### src/rtl/audio_note_seq.sv
// audio_note_seq -- plays a 16-entry note table as a timed sequence of
// phase increments for a downstream square-wave generator.
//
// Each entry is {dur[3:0], freq[15:0]}; freq 0 is a rest. An entry sounds
// for (dur+1)*TICK_DIV cycles, followed by GAP_CYCLES of silence.
//
// Ports:
//   clk_i      clock, all state on rising edge
//   rstn_i     asynchronous active-low reset
//   start_i    begin playback from entry 0 (ignored while busy)
//   stop_i     abort playback (wins over start_i)
//   seq_len_i  number of entries to play (17..31 clamp to 16)
//   wr_en_i    note-table write strobe
//   wr_addr_i  note-table write address
//   wr_data_i  note-table write data {dur, freq}
//   freq_o     registered phase increment, 0 when silent
//   gate_o     high while a non-rest note sounds
//   busy_o     high in PLAY or GAP
//   done_o     one-cycle pulse at natural end of the sequence
//   cur_idx_o  index of the entry currently playing
//
// Configuration macro: AUDIO_SEQ_LOOP_EN -- when defined, the sequence wraps
// to entry 0 after the last gap instead of finishing.
module audio_note_seq #(
    parameter int TICK_DIV   = 25000,
    parameter int GAP_CYCLES = 256
) (
    input  logic        clk_i,
    input  logic        rstn_i,
    input  logic        start_i,
    input  logic        stop_i,
    input  logic [4:0]  seq_len_i,
    input  logic        wr_en_i,
    input  logic [3:0]  wr_addr_i,
    input  logic [19:0] wr_data_i,
    output logic [15:0] freq_o,
    output logic        gate_o,
    output logic        busy_o,
    output logic        done_o,
    output logic [3:0]  cur_idx_o
);

    typedef enum logic [1:0] {IDLE, PLAY, GAP} state_t;

    localparam logic [19:0] DIV_LAST = 20'(TICK_DIV - 1);
    localparam logic [15:0] GAP_LAST = 16'(GAP_CYCLES - 1);

    state_t      state_q, state_d;
    logic [19:0] note_tbl [16];
    logic [4:0]  len_q, len_d;
    logic [3:0]  idx_q, idx_d;
    logic [3:0]  dur_q, dur_d;
    logic [19:0] div_q, div_d;
    logic [3:0]  tick_q, tick_d;
    logic [15:0] gap_q, gap_d;
    logic [15:0] freq_q, freq_d;
    logic        gate_q, gate_d;
    logic        busy_q, busy_d;
    logic        done_q, done_d;

    logic        last_entry;
    logic        load;
    logic [3:0]  fetch_idx;
    logic [19:0] fetch_entry;

    assign last_entry  = ({1'b0, idx_q} == (len_q - 5'd1));
    // Only a mid-sequence gap advances; every other fetch is entry 0.
    assign fetch_idx   = (state_q == GAP && !last_entry) ? idx_q + 4'd1 : 4'd0;
    assign fetch_entry = note_tbl[fetch_idx];

    // Note table: writes land at any time; the playing note holds its own
    // copy of freq/dur so a write only shows up on the next fetch.
    always_ff @(posedge clk_i or negedge rstn_i) begin
        if (!rstn_i) begin
            for (int i = 0; i < 16; i++) note_tbl[i] <= '0;
        end else if (wr_en_i) begin
            note_tbl[wr_addr_i] <= wr_data_i;
        end
    end

    always_ff @(posedge clk_i or negedge rstn_i) begin
        if (!rstn_i) begin
            state_q <= IDLE;
            len_q   <= '0;
            idx_q   <= '0;
            dur_q   <= '0;
            div_q   <= '0;
            tick_q  <= '0;
            gap_q   <= '0;
            freq_q  <= '0;
            gate_q  <= 1'b0;
            busy_q  <= 1'b0;
            done_q  <= 1'b0;
        end else begin
            state_q <= state_d;
            len_q   <= len_d;
            idx_q   <= idx_d;
            dur_q   <= dur_d;
            div_q   <= div_d;
            tick_q  <= tick_d;
            gap_q   <= gap_d;
            freq_q  <= freq_d;
            gate_q  <= gate_d;
            busy_q  <= busy_d;
            done_q  <= done_d;
        end
    end

    always_comb begin
        state_d = state_q;
        len_d   = len_q;
        idx_d   = idx_q;
        dur_d   = dur_q;
        div_d   = div_q;
        tick_d  = tick_q;
        gap_d   = gap_q;
        freq_d  = freq_q;
        gate_d  = gate_q;
        busy_d  = busy_q;
        done_d  = 1'b0;
        load    = 1'b0;

        case (state_q)
            IDLE: begin
                if (start_i && !stop_i) begin
                    if (seq_len_i == 5'd0) begin
                        done_d = 1'b1;
                    end else begin
                        len_d = (seq_len_i > 5'd16) ? 5'd16 : seq_len_i;
                        load  = 1'b1;
                    end
                end
            end
            PLAY: begin
                if (div_q == DIV_LAST) begin
                    div_d = '0;
                    if (tick_q == dur_q) begin
                        state_d = GAP;
                        freq_d  = '0;
                        gate_d  = 1'b0;
                        gap_d   = '0;
                    end else begin
                        tick_d = tick_q + 4'd1;
                    end
                end else begin
                    div_d = div_q + 20'd1;
                end
            end
            GAP: begin
                if (gap_q == GAP_LAST) begin
                    if (!last_entry) begin
                        load = 1'b1;
                    end else begin
`ifdef AUDIO_SEQ_LOOP_EN
                        load = 1'b1;
`else
                        state_d = IDLE;
                        busy_d  = 1'b0;
                        idx_d   = '0;
                        done_d  = 1'b1;
`endif
                    end
                end else begin
                    gap_d = gap_q + 16'd1;
                end
            end
            default: state_d = IDLE;
        endcase

        if (load) begin
            state_d = PLAY;
            idx_d   = fetch_idx;
            freq_d  = fetch_entry[15:0];
            gate_d  = |fetch_entry[15:0];
            dur_d   = fetch_entry[19:16];
            div_d   = '0;
            tick_d  = '0;
            gap_d   = '0;
            busy_d  = 1'b1;
        end

        // Abort overrides everything, including a start in the same cycle.
        if (stop_i) begin
            state_d = IDLE;
            idx_d   = '0;
            div_d   = '0;
            tick_d  = '0;
            gap_d   = '0;
            freq_d  = '0;
            gate_d  = 1'b0;
            busy_d  = 1'b0;
            done_d  = 1'b0;
        end
    end

    assign freq_o    = freq_q;
    assign gate_o    = gate_q;
    assign busy_o    = busy_q;
    assign done_o    = done_q;
    assign cur_idx_o = idx_q;

endmodule

### config.mk
export PLATFORM = sky130hd
export DESIGN_NAME = audio_note_seq
export DESIGN_NICKNAME = d
export VERILOG_FILES = /design/src/rtl/audio_note_seq.sv
export SDC_FILE = /design/constraint.sdc
export NUM_CORES = 1
export LEC_CHECK = 0
export ABC_AREA = 0
export CORE_MARGIN = 5
export CORE_UTILIZATION = 30
export DETAILED_ROUTE_END_ITERATION = 7
export RECOVER_POWER = 100
export SLEW_MARGIN = 10
export SYNTH_ARGS = -nofsm -noshare
export SYNTH_HDL_FRONTEND = slang
export SYNTH_SLANG_ARGS = --single-unit
### constraint.sdc
create_clock -name clk_i -period 6.1 [get_ports clk_i]
set_input_delay 1.22 -clock clk_i [delete_from_list [all_inputs] [get_ports clk_i]]
set_output_delay 1.22 -clock clk_i [all_outputs]
set_load 0.05 [all_outputs]
## Yosys cells after proc, flatten, opt, wreduce, memory -nomap -nowiden

Cells that the tools add are included.

| word-level totals | value |
|---|---|
| flip-flop bits (word level) | 394 |
| latch bits | 0 |
| memory bits (writable) | 0 |
| ROM bits | 0 |
| output and inout port bits | 23 |
| word-level logic and storage cells | 132 |
| memories | 0 |

| operators by class | value |
|---|---|
| add/subtract/negate cells | 5 |
| multipliers | 0 |
| div/mod/pow operators | 0 |
| magnitude comparators | 4 |
| equality and inequality tests | 13 |
| shifts and indexed selects | 0 |
| multiplexer cells | 59 |
| bitwise operators | 3 |
| reductions and logical operators | 21 |

Operators with widths:

| kind | number |
|---|---|
| 320-bit bitwise mux | 1 |
| 20-bit two-way mux | 7 |
| 16-bit two-way mux | 8 |
| 20-bit binary-select mux with 4-bit select | 1 |
| 20-bit demux with 4-bit select | 1 |
| 4-bit two-way mux | 11 |
| 16-bit case mux with 2 select lines | 1 |
| 20-bit by 1-bit adder with 20-bit output, second input constant | 1 |
| 20-bit by 15-bit equality test with 1-bit output, second input constant | 1 |
| 1-bit two-way mux | 19 |
| 3-bit nonzero test | 6 |
| 16-bit by 1-bit adder with 16-bit output, second input constant | 1 |
| 16-bit by 8-bit equality test with 1-bit output, second input constant | 1 |
| 4-bit inequality test, second input constant | 4 |
| 16-bit OR reduction | 1 |
| 2-bit two-way mux | 6 |
| 3-bit AND reduction | 4 |
| 5-bit >= comparator, second input constant | 2 |
| 4-bit inverter with 5-bit output | 2 |
| 4-bit by 1-bit adder with 4-bit output, second input constant | 2 |
| 3-bit inequality test, second input constant | 2 |
| 2-bit case mux with 3 select lines | 1 |
| 4-bit by 5-bit equality test with 1-bit output | 1 |
| 5-bit > comparator, second input constant | 1 |
| 16 further kinds | 20 |

## Depth between registers and ports, before layout

Gate-level depths: netlist of the first run.

| depth | value |
|---|---|
| depth in word-level cells | 12 |
| depth in mapped cells | 14 |
| depth with buffers taken out | 11 |

## Worst setup path before layout of the first run

Ideal clock, no wire load.

| timing | value |
|---|---|
| path kind | input to register |
| start | in seq_len_i[1] |
| end | reg div_q[19] |
| setup time | 104 ps |
| arrival time | 3208 ps |
| data required time | 5996 ps |
| setup slack | 2788 ps |
| stages on the path | 8 |
| path through | or4_4 -> o2111ai_4 -> and2_4 -> nand2_4 -> or3b_1 -> buf_6 -> buf_6 -> o41ai_2 |

| between the ends | value |
|---|---|
| cells in the longest elaborated chain, start to end | 6 |
| elaborated cells on any way between the ends | 7 |
| classes of those cells | mux: 5; reduce/logical: 2 |

RTL lines:

| element | line | text |
|---|---|---|
| from (decl) | 32 | `input logic [4:0] seq_len_i,` |
| 5-bit logical NOT * | 126 | `if (seq_len_i == 5'd0) begin` |
| 1-bit two-way mux * | 126 |  |
| 1-bit two-way mux * | 125 | `if (start_i && !stop_i) begin` |
| 1-bit case mux with 2 select lines * | 123 | `case (state_q)` |
| 20-bit two-way mux | 170 | `if (load) begin` |
| 20-bit two-way mux | 183 | `if (stop_i) begin` |
| to (signal assigned) | 99 | `div_q <= div_d;` |
| to (decl) | 53 | `logic [19:0] div_q, div_d;` |

Mark *: on every way between the ends. The rest lies on a longest branch, timed or not.
A chain may end at the register's enable or synchronous reset.

## Worst setup path in the final report of the first run

| timing | value |
|---|---|
| start | reg idx_q[0] (netlist: cur_idx_o[0]) |
| end | reg gate_q (netlist: gate_o) |

| between the ends | value |
|---|---|
| cells in the longest elaborated chain, start to end | 11 |
| elaborated cells on any way between the ends | 19 |
| classes of those cells | add/sub: 1; eq/ne: 1; mux: 9; bitwise: 1; reduce/logical: 7 |

RTL lines:

| element | line | text |
|---|---|---|
| from (decl) | 51 | `logic [3:0] idx_q, idx_d;` |
| from (signal assigned) | 97 | `idx_q <= idx_d;` |
| branches (longest 11 deep; another with 4-bit by 1-bit adder with 4-bit output) | - |  |
| to (signal assigned) | 103 | `gate_q <= gate_d;` |
| to (decl) | 57 | `logic gate_q, gate_d;` |

Several ways; the timed one is not identified. The select of a mux whose other input is x is not followed.

==> flow_summary.toml, run 1 <==
[outcome]
outcome = "complete, but fails checks"
violations = "capacitance limit, slew limit"

[global_route]
grt_start_max_net_pins = 140
grt_pass1_wl_mm = 84.9
track_usage = 0.159
grt_overflow_total = 0
grt_pass1_vias = 13600
antenna_found_initial = 3

[logic_synthesis]
synthesis.nets = 1635
synthArstFlopShare = 1.00
yosys.cell_types.count = 79
syn_area_per_cell_sq_um = 12.0
ys_seq_area_frac = 0.518
syn_inst = 1592
synth_edf_count = 0
synth_ff_type = "dfrtp_1"
synth.most_common_cell = "dfrtp_1"
synth.area.top_cells = "dfrtp_1, mux2_2, o21ai_0"
yosys_warnings = 0
yosys.area.top_type = "dfrtp_1"
synthTopCellsByCount = "dfrtp_1, mux2_2, nand2_1"
synthesis.area_sq_mm = 0.0190
ys_ff_latch = 394
yosysTopAreaCellShare = 0.518

[placement]
dp.cells = 2416
place_congestion = 0.849
hpwl_mm = 34.6
portBuffers = 56

[floorplanning]
fp.dieH_um = 262
die_x_um = 262
io_pins = 57
num_rows = 92
start_util = 0.302
core_area_sq_mm = 0.0630
dieArea_sq_mm = 0.0686

[clock_network]
tritoncts = "yes"
clk_latency_ns = 0.58
root_buffer = "clkbuf_16"
cts.htree.levels = 2
clock_sinks = 394
ctsHoldBuffers = 0
clk_pin_slew_ns = 0.06
cts_buffer_depth = 3
numCtsBuffers = 43
post-cts-setup-buffer-count = 0
cts_resized = 0

[setup_path]
r2r_end = "gate_o"
rr_startpoint = "cur_idx_o[0]"
critPathMaxStageDelay_ns = 1.48
ff2ff_path_depth = 9
crit_path_start_kind = "flip-flop"
end_kind = "flip-flop"
cp_max_fo = 27
cpMostUsedCell = "buf_4"
r2r_slack_ns = 1.45
critPathTopFamily = "simple AND/OR/NAND/NOR gates"
crit_slowest_cell = "nor2_1"
cp.required_ns = 6.52
cp_cell_sequence = "buf_4 -> nand3_1 -> xnor2_1 -> buf_4 -> nand2_1 -> nor2_1 -> a32oi_1 -> a211oi_1 -> a41oi_1"
cp_data_arrival_time_ns = 5.07
path_buf_inv = 2
crit_type = "flip-flop to flip-flop"

[min_path]
holdPathEnd = "busy_o"
hp-class = "flip-flop to flip-flop"
whs_path_depth = 2
hold_path_startpoint = "busy_o"

[sta]
finalSetupViolations = 0
slew_viol_final = 415
max_freq_mhz = 215
worst_slew_pin_slew_ns = 3.32
finalHoldViolations = 0
grt_setup_unrepaired = "false"
min_period_ns = 4.65
skew_ns = 0.0179
finalCritPeriodShare = 0.762
finalSetupTns_ns = 0
slew-limit-headroom = -1.21

[layout]
drive_above_1_share = 0.290
final_nets = 1658
stdcell_count = 2495
area_growth_pct = 14.3

[route]
drtIter0Drc = 1162
ant_nets = 0
routedWlPerCell_um = 22.1
wl_mm = 55.0
drc_errors = 0
first_pass_iters = 5
viasPerCell = 5.34
num_vias = 13300

[pwr]
p_leak_nw = 8.95
p_total_mw = 7.19
ir_drop_uv = 163
pwr_density_cell_mw_per_mm2 = 330

[job]
max-cap-violations = 15
==> routing by layer <==
layer  GRT usage  vias to the layer above  share of wire
li1            -                     5842              -
met1       0.226                     6988           0.45
met2       0.250                      392           0.46
met3      0.0339                       95          0.065
met4      0.0399                        2          0.022
met5           0                        -        0.00013
==> state kept, by name, summed over array words and instances (netlist names) <==
name       cells
gate_o         1
done_o         1
div_q         20
busy_o         1
tick_q         4
dur_q          4
gap_q         16
cur_idx_o      4
freq_o        16
len_q          5
note_tbl     320
state_q        2
==> kinds of logic after synthesis <==
family          Yosys count  share of synthesized area
xor+xnor                 26                     0.0120
simple gates            359                     0.0958
compound gates          271                     0.0960
flops                   394                      0.518
buf+inv                 134                     0.0317
fa+ha+maj                 9                    0.00591
mux                     399                      0.241
==> per-stage QoR <==
step / instance area (sq um) / utilization / hold slack, ns / setup slack, ns
5_1_grt: 21800 / 0.346 / 0.505 / 1.26
4_1_cts: 21900 / 0.348 / 0.485 / 2.20
2_1_floorplan: 19000 / - / 0.450 / 2.79
3_3_place_gp: 20500 / 0.326 / 0.476 / 1.90
3_5_place_dp: 20500 / 0.326 / 0.472 / 1.82
6_report: 21800 / 0.346 / 0.471 / 1.45
==> layout by cell type (no fill, tap or decap), types with 4 or more instances in the layout <==
master / instances
inv_1: 17
nor2b_1: 8
o21ai_0: 83
a221o_1: 4
a221oi_1: 14
xnor2_1: 13
a211oi_1: 27
nor4_1: 6
clkbuf_8: 11
xor2_1: 12
nor2_2: 9
nand4_1: 18
o2111ai_1: 4
nand2_1: 94
mux2i_1: 36
clkinv_2: 12
o31ai_1: 10
dfrtp_1: 393
and2_1: 15
nand3_1: 27
nor2_1: 74
mux4_2: 12
clkbuf_1: 23
a22o_1: 5
o211ai_1: 21
nor3_1: 18
buf_4: 20
a21oi_1: 44
nand2b_1: 20
or3_1: 23
dlygate4sd3_1: 26
o21ai_1: 4
a31oi_1: 10
nand3b_1: 7
mux2_2: 349
clkdlybuf4s50_1: 29
and3_1: 23
clkbuf_16: 43
ha_1: 7
==> worst register-to-register path, stage by stage, from the launching register on <==
cell	delay, ns
dfrtp_4	0.61
buf_4	0.46
nand3_1	0.21
xnor2_1	0.22
buf_4	0.22
nand2_1	0.09
nor2_1	1.48
a32oi_1	0.61
a211oi_1	0.44
a41oi_1	0.17
==> area by class of cell <==
class                   instances  area [sq um]
clock buffers                  61          1250
flip-flops and latches        394          9860
well taps                     846          1060
inverters                      18          67.6
repair buffers                 94           806
diodes                          1          2.50
fillers                      6190         41200
multi-input cells            1064          8570
clock inverters                17           146
==> power breakdown <==
group	total [mW]	internal [mW]	switching (mW)
registers	3.42	3.13	0.284
logic	1.16	0.606	0.556
clock network	2.61	1.52	1.09
total	7.19	5.26	1.93
==> how the worst max path moves through the flow <==
stage / from / endpoint / slack [ns] / cells after the start
finish: cur_idx_o[0] / gate_o / 1.45 / 9
global placement: seq_len_i[1] / div_q[17] / 1.90 / 9
CTS: cur_idx_o[0] / gate_o / 2.20 / 9
detailed placement: seq_len_i[1] / div_q[19] / 1.82 / 9
global route: cur_idx_o[0] / gate_o / 1.26 / 9
floorplan: seq_len_i[1] / div_q[19] / 2.79 / 8
Power figures use the tool's default switching activity.
==> inputs of run 2 (changes only) <==
==> constraint.sdc (replaced) <==
create_clock -name clk_i -period 4.6 [get_ports clk_i]
set_input_delay 0.92 -clock clk_i [delete_from_list [all_inputs] [get_ports clk_i]]
set_output_delay 0.92 -clock clk_i [all_outputs]
set_load 0.05 [all_outputs]
==> run 2 against run 1 <==
Critical endpoint is now freq_o[11]. Clock power increased by 37%. Setup slack got worse by 0.97 ns. Combinational power rose by 33%. Die area unchanged. Sequential power grew 32%. The run still ends with capacitance limit, slew limit left. Global-route usage is essentially flat. Largest cell class unchanged. Worst hold slack better by 0.015 ns. Wire length down 0.35%. Register-to-register slack got worse by 0.96 ns. First-iteration DRC count decreased by 19%. Clock-buffer cell count fell by 6. Power grew 34%.
==> flow_summary.toml, run 2 (synthesis gave the netlist of run 1 again) <==
[outcome]
outcome = "complete, but fails checks"
violations = "capacitance limit, slew limit"

[min_path]
holdPathEnd = "div_q[19]"
hold_path_startpoint = "div_q[19]"
hp-class = "flip-flop to flip-flop"
whs_path_depth = 1

[route]
viasPerCell = 5.29
drtIter0Drc = 940
num_vias = 13300
routedWlPerCell_um = 21.9
wl_mm = 54.9
drc_errors = 0
ant_nets = 0
first_pass_iters = 5

[sta]
finalSetupViolations = 0
skew_ns = 0.0112
slew_viol_final = 340
finalHoldViolations = 0
timing.hold.ws_ns = 0.486
grt_setup_unrepaired = "false"
max_freq_mhz = 243
min_period_ns = 4.12
finalCritPeriodShare = 0.896
worst_slew_pin_slew_ns = 2.68
finalSetupTns_ns = 0
slew-limit-headroom = -0.785

[floorplanning]
core_area_sq_mm = 0.0630
dieArea_sq_mm = 0.0686
io_pins = 57
num_rows = 92
fp.dieH_um = 262
die_x_um = 262
start_util = 0.302

[global_route]
grt_pass1_wl_mm = 84.2
grt_start_max_net_pins = 108
antenna_found_initial = 3
grt_overflow_total = 0
grt_pass1_vias = 13700
track_usage = 0.159

[layout]
drive_above_1_share = 0.295
postLayoutCoreUtil = 0.348
final_nets = 1673
regMostFlops = "note_tbl"
fill_cells = 6232
area_growth_pct = 15.0
final_cell_mix = "dfrtp_1, mux2_2, nand2_1"
final_common_cell = "dfrtp_1"
reg.largest.list = "note_tbl: 320 flops, div_q: 20 flops"
largest_register_ffs = 320

[setup_path]
r2r_slack_ns = 0.49
crit_type = "primary input to flip-flop"
crit_slowest_cell = "a21oi_1"
ff2ff_path_depth = 12
path_buf_inv = 2
worstSetupStartpoint = "seq_len_i[1]"
crit_path_start_kind = "primary input"
cp_max_fo = 13
critPathMaxStageDelay_ns = 1.06
end_kind = "flip-flop"
cp_cell_sequence = "dlygate4sd3_1 -> or4_1 -> o2111ai_1 -> and2_0 -> nand2_1 -> a21oi_1 -> clkbuf_1 -> nand2_1 -> o21ai_0"
cp.required_ns = 5.09
critPathTopFamily = "compound AO/OA/AOI/OAI gates"
rr_startpoint = "len_q[0]"
cpMostUsedCell = "nand2_1"
cp_data_arrival_time_ns = 4.61
r2r_end = "gate_o"

[clock_network]
tritoncts = "yes"
ctsHoldBuffers = 0
numCtsBuffers = 44
clk_latency_ns = 0.57
clk_pin_slew_ns = 0.06
root_buffer = "clkbuf_16"
cts.htree.levels = 2
clock_sinks = 394
cts_buffer_depth = 3
post-cts-setup-buffer-count = 0
cts_resized = 0

[pwr]
p_leak_nw = 9.01
p_total_mw = 9.63
pwr_density_cell_mw_per_mm2 = 440
ir_drop_uv = 251

[job]
max-cap-violations = 13

[placement]
portBuffers = 56
hpwl_mm = 35.3
place_congestion = 0.830
==> run 2: changes by cell type in the layout (fill, tap and decap cells not counted), sizes merged <==
| cell | change |
|---|---|
| buf | +4 |
| bufinv | +2 |
| clkbuf | +4 |
| clkinv | +1 |
| clkinvlp | +3 |
| diode | +1 |
| inv | -2 |
==> run 2: per-layer routing <==
metal | wire length [um] | share of wire | vias up | GRT usage
li1 | - | - | 5869 | -
met1 | 25000 | 0.46 | 6935 | 0.222
met2 | 24700 | 0.45 | 366 | 0.246
met3 | 3730 | 0.068 | 86 | 0.0396
met4 | 1370 | 0.025 | 4 | 0.0449
met5 | 28 | 0.00051 | - | 0
==> run 2: through the flow <==
stage	worst slack (ns)	cells	instance area [sq um]
2_1_floorplan	1.53	1592	19000
5_1_grt	0.225	2506	21900
4_1_cts	0.694	2506	22100
3_3_place_gp	0.729	2430	20600
3_5_place_dp	0.627	2430	20600
6_report	0.480	2508	21900
==> run 2: power by group <==
part	internal (mW)	switching (mW)	total, mW
clock	2.12	1.45	3.57
sequential	4.16	0.370	4.53
combinational	0.805	0.731	1.54
total	7.08	2.55	9.63
==> run 2: area by class of cell <==
| type | instances | area, sq um | share of cell area |
|---|---|---|---|
| timing repair buffer | 108 | 880 | 0.0402 |
| clock inverter | 21 | 216 | 0.00988 |
| multi-input combinational | 1064 | 8570 | 0.392 |
| sequential | 394 | 9860 | 0.450 |
| clock buffer | 55 | 1230 | 0.0563 |
| antenna | 2 | 5.00 | 0.000229 |
| tap | 846 | 1060 | 0.0483 |
| inverter | 18 | 67.6 | 0.00309 |
==> run 2: worst max path at each step <==
| stage | slack, ns | depth (start not counted) | end |
|---|---|---|---|
| 3_5_place_dp | 0.63 | 9 | div_q[19] |
| 4_1_cts | 0.69 | 11 | gate_o |
| 2_1_floorplan | 1.53 | 8 | gate_o |
| 5_1_grt | 0.23 | 2 | cur_idx_o[0] |
| 3_3_place_gp | 0.73 | 9 | div_q[19] |
| 6_report | 0.48 | 9 | freq_o[11] |
==> inputs of run 3 (changes only) <==
--- a/config.mk
+++ b/config.mk
@@ -6,6 +6,7 @@
 export NUM_CORES = 1
 export LEC_CHECK = 0
 export ABC_AREA = 0
+export CORE_ASPECT_RATIO = 0.7
 export CORE_MARGIN = 5
 export CORE_UTILIZATION = 30
 export DETAILED_ROUTE_END_ITERATION = 7
==> run 3 against run 2 <==
The flow still finishes with violations (capacitance limit, slew limit). Clock power is 9.5% lower. Final area shrank 0.81%. Die area grew 0.12%. Global-route usage up 0.28 points. Critical path depth decreased by 2. Non-clock buffer count fell by 1. Clock skew is 0.012 ns higher. Wire length up 3.5%. Sequential cell count did not move. Combinational power increased by 4%. Register-to-register slack about the same. Critical path type unchanged. Largest cell class unchanged.
==> flow_summary.toml, run 3 (synthesis gave the netlist of run 1 again) <==
[outcome]
outcome = "complete, but fails checks"
violations = "capacitance limit, slew limit"

[pwr]
p_leak_nw = 8.92
pwr_density_cell_mw_per_mm2 = 430
pwr-share-clk = 0.346
p_sw_frac = 0.270
netSwitchingPower_mw = 2.52
p_comb_frac = 0.172
p_int_mw = 6.81
ir_drop_uv = 240
seq_power_share = 0.483

[layout]
fill_cells = 6215
antenna_cells = 0
final_nets = 1666
final_common_cell = "dfrtp_1"
area_growth_pct = 14.1
largest_register_ffs = 320
regMostFlops = "note_tbl"
postLayoutCoreUtil = 0.345
final_cell_mix = "dfrtp_1, mux2_2, nand2_1"
drive_above_1_share = 0.288
reg.largest.list = "note_tbl: 320 flops, div_q: 20 flops"

[clock_network]
cts.htree.levels = 2
post-cts-setup-buffer-count = 0
clk_latency_ns = 0.55
numCtsBuffers = 38
tritoncts = "yes"
cts_resized = 0
clock_sinks = 394
root_buffer = "clkbuf_16"
ctsHoldBuffers = 0
clk_pin_slew_ns = 0.06
cts_buffer_depth = 3

[route]
num_vias = 13400
top_layer_used = "met4"
first_pass_iters = 5
wl_met2_mm = 22.7
drc_errors = 0
routedWlPerCell_um = 22.9
wl_mm = 56.8
drtIter0Drc = 1324
viasPerCell = 5.40
wl_met3_mm = 5.73
met1_length_mm = 27.4
ant_nets = 0

[sta]
grt_setup_unrepaired = "false"
max_freq_mhz = 243
finalSetupTns_ns = 0
skew_ns = 0.0233
worst_slew_pin_slew_ns = 2.07
finalHoldViolations = 0
finalCritPeriodShare = 0.893
slew-limit-headroom = -0.382
slew_viol_final = 505
min_period_ns = 4.11
finalSetupViolations = 0
timing.hold.ws_ns = 0.484

[setup_path]
end_kind = "flip-flop"
crit_path_start_kind = "primary input"
crit_type = "primary input to flip-flop"
cp.required_ns = 5.02
cp_data_arrival_time_ns = 4.53
cp_max_fo = 38

[min_path]
hp-class = "flip-flop to flip-flop"

[placement]
place_congestion = 0.882
portBuffers = 56
hpwl_mm = 37.3

[global_route]
grt_pass1_vias = 13300
track_usage = 0.162
grt_pass1_wl_mm = 86.2
grt_overflow_total = 0
grt_start_max_net_pins = 123
antenna_found_initial = 0

[floorplanning]
dieArea_sq_mm = 0.0687
io_pins = 57
core_area_sq_mm = 0.0630
start_util = 0.302
fp.dieH_um = 221
die_x_um = 311
num_rows = 77

[job]
max-cap-violations = 16
-- run 3: cell types whose count changed in the layout (fill, tap and decap cells not counted), moves of 2 or more --
cell and delta:
clkbuf_8 +2, buf_12 +4, clkinvlp_4 -3, diode_2 -2
clkinv_2 -12, clkbuf_16 -7, buf_4 +2, nor2_2 +2
nor2_1 -2
-- run 3: path summary, 6_finish.rpt --
kind                              start             to  slack (ns)  cells after the start
setup / recovery           seq_len_i[1]       div_q[5]        0.49                      7
hold / removal                freq_o[0]      freq_o[0]        0.48                      2
setup reg to reg               len_q[0]         gate_o        0.50                     12
hold reg to reg               freq_o[0]      freq_o[0]        0.48                      2
max in group asynchronous        rstn_i  note_tbl[210]        0.95                      2
min in group asynchronous        rstn_i       gap_q[5]        0.90                      1
-- run 3: per-layer routing --
layer	GRT usage	up-vias
met1	0.247	6946
met5	0	-
met2	0.225	499
met4	0.0288	0
li1	-	5849
met3	0.0514	69
-- run 3: metrics by stage --
step	setup slack [ns]	total power, mW	std cells	instance area (sq um)
2_1_floorplan	1.53	5.59	1592	19000
3_3_place_gp	0.727	6.08	2412	20700
3_5_place_dp	0.600	6.17	2412	20700
4_1_cts	0.816	9.40	2476	21900
5_1_grt	0.232	9.76	2476	21700
6_report	0.492	9.34	2476	21700
-- run 3: power by group through the flow --
stage / Sequential, mW / Clock (mW) / Combinational, mW
final: 4.51 / 3.23 / 1.60
after global routing: 4.58 / 3.44 / 1.74
after CTS: 4.50 / 3.29 / 1.62
after detailed placement: 4.56 / 0 / 1.61
after global placement: 4.52 / 0 / 1.56
after floorplan: 4.50 / 0 / 1.09
-- run 3: worst max-delay path: stages --
cell and delay [ns]:
dlygate4sd3_1 0.56, or4_1 0.56, o2111ai_1 0.59, and2_0 0.31, nand2_1 0.22, or3b_1 0.86
o41ai_1 0.50
-- run 3: area by class of cell --
type	instances	area, sq um	share of cell area
repair buffers	107	948	0.0437
flip-flops and latches	394	9860	0.454
multi-input cells	1064	8560	0.394
inverters	18	67.6	0.00311
well taps	829	1040	0.0478
clock inverters	7	129	0.00593
clock buffers	57	1110	0.0512
